<file path="src/rtl/rpn_regfile_stack.sv">
// Register-file LIFO stack for an RPN evaluator: push/pop/swap with top-two read ports.
// Optional STACK_ERR_STICKY_EN: error flags latch until rst instead of pulsing for one cycle.
module rpn_regfile_stack #(
  parameter int WIDTH = 32,
  parameter int DEPTH = 32,
  parameter int PTR_W = 6
) (
  input  logic             clk,
  input  logic             rst,
  input  logic             push,
  input  logic             pop,
  input  logic             swap,
  input  logic [WIDTH-1:0] data_in,
  output logic [WIDTH-1:0] stack_top,
  output logic [WIDTH-1:0] stack_top_minus_one,
  output logic             full,
  output logic             empty,
  output logic [PTR_W-1:0] stack_ptr,
  output logic             err_overflow,
  output logic             err_underflow
);

  localparam int IDX_W = (DEPTH > 1) ? $clog2(DEPTH) : 1;

  logic [WIDTH-1:0] mem [DEPTH];
  logic [IDX_W-1:0] wr_idx;
  logic [IDX_W-1:0] top_idx;
  logic [IDX_W-1:0] next_idx;
  logic             has_two;
  logic             ovf_reject;
  logic             unf_reject;

  // Indices are only used when the occupancy guarantees they are in range.
  assign wr_idx   = IDX_W'(stack_ptr);
  assign top_idx  = IDX_W'(stack_ptr - PTR_W'(1));
  assign next_idx = IDX_W'(stack_ptr - PTR_W'(2));

  assign empty   = (stack_ptr == '0);
  assign full    = (stack_ptr == PTR_W'(DEPTH));
  assign has_two = (stack_ptr >= PTR_W'(2));

  assign stack_top           = empty   ? '0 : mem[top_idx];
  assign stack_top_minus_one = has_two ? mem[next_idx] : '0;

  // Swap only counts when neither push nor pop is present.
  always_comb begin
    ovf_reject = 1'b0;
    unf_reject = 1'b0;
    if (push && pop) begin
      unf_reject = empty;
    end else if (push) begin
      ovf_reject = full;
    end else if (pop) begin
      unf_reject = empty;
    end else if (swap) begin
      unf_reject = !has_two;
    end
  end

  always_ff @(posedge clk) begin
    if (rst) begin
      stack_ptr     <= '0;
      err_overflow  <= 1'b0;
      err_underflow <= 1'b0;
    end else begin
      if (push && pop) begin
        if (empty) begin
          mem[0]    <= data_in;
          stack_ptr <= PTR_W'(1);
        end else begin
          mem[top_idx] <= data_in;
        end
      end else if (push) begin
        if (!full) begin
          mem[wr_idx] <= data_in;
          stack_ptr   <= stack_ptr + PTR_W'(1);
        end
      end else if (pop) begin
        if (!empty) begin
          stack_ptr <= stack_ptr - PTR_W'(1);
        end
      end else if (swap) begin
        if (has_two) begin
          mem[top_idx]  <= mem[next_idx];
          mem[next_idx] <= mem[top_idx];
        end
      end
`ifdef STACK_ERR_STICKY_EN
      err_overflow  <= err_overflow  | ovf_reject;
      err_underflow <= err_underflow | unf_reject;
`else
      err_overflow  <= ovf_reject;
      err_underflow <= unf_reject;
`endif
    end
  end

endmodule
</file>
<file path="config.mk">
export PLATFORM = sky130hd
export DESIGN_NAME = rpn_regfile_stack
export DESIGN_NICKNAME = d
export VERILOG_FILES = /design/src/rtl/rpn_regfile_stack.sv
export SDC_FILE = /design/constraint.sdc
export NUM_CORES = 2
export LEC_CHECK = 0
export BUFFER_PORTS_ARGS = -buffer_cell sky130_fd_sc_hd__buf_2
export CAP_MARGIN = 20
export CORE_UTILIZATION = 65
export CTS_BUF_LIST = sky130_fd_sc_hd__clkbuf_4 sky130_fd_sc_hd__clkbuf_8
export CTS_CLUSTER_DIAMETER = 150
export DETAILED_ROUTE_END_ITERATION = 6
export PLACE_DENSITY_LB_ADDON = 0.1
export SYNTH_ARGS = -nofsm -noshare
export SYNTH_HDL_FRONTEND = slang
export SYNTH_SLANG_ARGS = --single-unit
</file>
<file path="constraint.sdc">
create_clock -name clk -period 17.6 [get_ports clk]
set_clock_uncertainty 0.2 [all_clocks]
set_input_delay 0.88 -clock clk [delete_from_list [all_inputs] [get_ports clk]]
set_output_delay 0.88 -clock clk [all_outputs]
set_load 0.005 [all_outputs]
</file>
==> metrics.md <==
| Metric | Value |
|---|---|
| Outcome | `completed` |
| Synth cell types | `67` |
| Period utilisation layout | `0.461` |
| Ys flop type | `edfxtp_1` |
| Vias per cell | `7.83` |
| Synthesized area per cell | `15.8 sq um` |
| Critical Path Fanout Max | `49` |
| Gate Count Post-Synth | `3875` |
| Filler cells | `6068` |
| PD cells | `128 mW/mm^2` |
| Syn_nets | `3920` |
| Total GRT Usage | `0.431` |
| Post-route ant nets | `0` |
| Vias | `40800` |
| Finished Core Util | `0.711` |
| Hold crit path type | `primary input to register` |
| Vias in the first global route | `41000` |
| Core box area | `0.0933 sq mm` |
| Port bufs | `110` |
| Post-CTS setup buffer count | `0` |
| Max-Cap Viols | `0` |
| CP Launch Type | `register` |
| Pre-antenna DRT Iters | `6` |
| Hold Vio Cnt, Final | `0` |
| CP required | `16.52 ns` |
| Total gr overflow | `0` |
| Unrepaired setup endpoints after global routing | `false` |
| Ys Warns | `0` |
| CTS Hold Buffers Added | `0` |
| Fin cells | `5209` |
| Setup CP Type | `register to output port` |
| Die width | `309 microns` |
| Ys async rst share | `0` |
| Worst EP arrival | `7.04 ns` |
| P&R area growth vs syn | `8.30%` |
| Commonest non-fill, non-tap cell in the layout | `edfxtp_1` |
| Clock root buffer | `clkbuf_8` |
| # clock sinks | `1032` |
| Pin count of the biggest net entering global routing | `121` |
| HPWL after DPL | `111000 microns` |
| Synthesized area | `0.0613 sq mm` |
| Post-synth EDFFs | `1024` |
| DRC Markers | `0` |
| Pre-CTS setup slack | `10.37 ns` |
| Initial DRC Count | `6517` |
| Final min period | `8.12 ns` |
| GPL Wtd Cong | `0.902` |
| Maximum clock rate | `123 MHz` |
| CTS resizes | `0` |
| Setup TNS Final | `0 ns` |
| Num rows | `112` |
| Design Power | `8.51 mW` |
| Longest Clk Path Bufs | `3` |
| Clk_lat worst skew | `0.85 ns` |
| Slew headroom | `0.198` |
| Die area | `0.0955 sq mm` |
| I/O pin cnt | `111` |
| Critical path endpoint category | `output port` |
| Register area share after synthesis | `0.505` |
| Post-synthesis register bit count | `1032` |
| CTS tree | `done` |
| DP Cell Count | `4878` |
| Most frequent cells in the layout | `1024 x edfxtp_1, 931 x mux2i_1, 577 x mux4_2, 183 x clkbuf_8` |
| Worst setup slack after layout | `9.48 ns` |
| First-pass GRT wire length | `287000 microns` |
| Finish-stage setup viols | `0` |
| NumNets Final | `3866` |
| Leakage | `27.1 nW` |
| Htree depth | `4` |
| Share of cells above drive strength 1 | `0.325` |
| Max VDD drop | `0.000126 V` |
| Num CTS Buffers | `174` |
| Clk slew on worst S/H paths | `0.06 ns` |
| Initial Utilization | `0.656` |
| Worst-Margin Slew | `1.20 ns` |
| Initial antenna violation count | `5` |
| Die height | `309 microns` |
| Max-slew violations | `0` |
| Drt wl/cell | `39.0 microns` |
| Post-Route WL | `203000 microns` |
[worst max-delay path, cell delays in order, from the launching register on]
cell and delay (ns):
dfxtp_4 0.91, inv_1 0.34, ha_4 1.07, buf_4 0.71, buf_4 0.72, mux4_2 0.61
mux4_2 0.53, mux2i_4 0.74, nor2_1 0.23, buf_2 0.21
[cells in the mapped netlist, types with 8 or more instances]
cell type  instances  share of area
nand3_1           41         0.0034
nand4_1           27         0.0028
dfxtp_1            8         0.0026
o21ai_0          194          0.016
a21oi_1           10        0.00082
nor2_1           132         0.0081
a22o_1            35         0.0050
and2_1             8        0.00082
a221o_1           25         0.0041
or2_2             32         0.0033
ha_1               8         0.0016
mux2i_1          950           0.16
o31ai_4           22         0.0076
a22oi_1            9         0.0011
buf_2            209          0.017
buf_1             23         0.0014
edfxtp_1        1024           0.50
nand2_1          171          0.010
buf_4             24         0.0029
clkbuf_1         157         0.0096
mux2_2             8         0.0015
buf_6             75          0.014
mux4_2           577           0.21
[worst paths after layout]
check,start,endpoint,slack (ns),cells after the start
max,stack_ptr[1]$_SDFFE_PP0P_,stack_top[6],9.48,9
min,rst,stack_ptr[0]$_SDFFE_PP0P_,0.15,2
max reg2reg,stack_ptr[1]$_SDFFE_PP0P_,mem[2][25]$_DFFE_PP_,10.62,8
min reg2reg,stack_ptr[3]$_SDFFE_PP0P_,stack_ptr[3]$_SDFFE_PP0P_,0.36,2
[metrics by stage]
step	hold slack, ns	cell area [sq um]
6_report	0.153	66300
4_1_cts	0.0748	66000
3_5_place_dp	0.345	62600
3_3_place_gp	0.318	62600
2_1_floorplan	0.355	61300
5_1_grt	0.133	66300
[power breakdown]
part | switching (mW) | total (mW) | leakage [nW] | internal, mW
combinational | 2.22 | 3.53 | 16.0 | 1.31
clock | 1.01 | 2.12 | 1.76 | 1.12
sequential | 0.0448 | 2.86 | 9.29 | 2.81
total | 3.27 | 8.51 | 27.1 | 5.24
[area by class of cell]
type                            instances  area, sq um  area share
Timing Repair Buffer                  258         1920      0.0290
Antenna cell                            3         7.51    0.000113
Multi-Input combinational cell       2349        28600       0.431
Clock buffer                          231         2880      0.0434
Clock inverter                         76          434     0.00655
Tap cell                             1254         1570      0.0237
Sequential cell                      1032        30900       0.466
Inverter                                6         22.5    0.000340
[kinds of logic (layout without fill, tap and decap cells)]
group,count (synthesis),count (layout),share of synthesized area
compound gates,339,339,0.0419
mux,1547,1547,0.372
fa+ha+maj,8,8,0.00163
simple gates,447,447,0.0331
xor+xnor,8,8,0.00114
flops,1032,1032,0.505
other cells,0,3,0
buf+inv,494,571,0.0452
[registers in the layout, indices dropped and copies added (netlist names)]
name / count
err_overflow: 1
mem: 1024
stack_ptr: 6
err_underflow: 1
[routing by layer]
| metal | global-route usage | part of all wire | vias to the layer above |
|---|---|---|---|
| met5 | 0 | 0.00011 | - |
| met4 | 0.293 | 0.077 | 4 |
| met3 | 0.125 | 0.14 | 940 |
| met2 | 0.659 | 0.46 | 3569 |
| met1 | 0.536 | 0.33 | 20600 |
| li1 | - | - | 15600 |
Note: power is estimated with default switching activity, not from simulation.
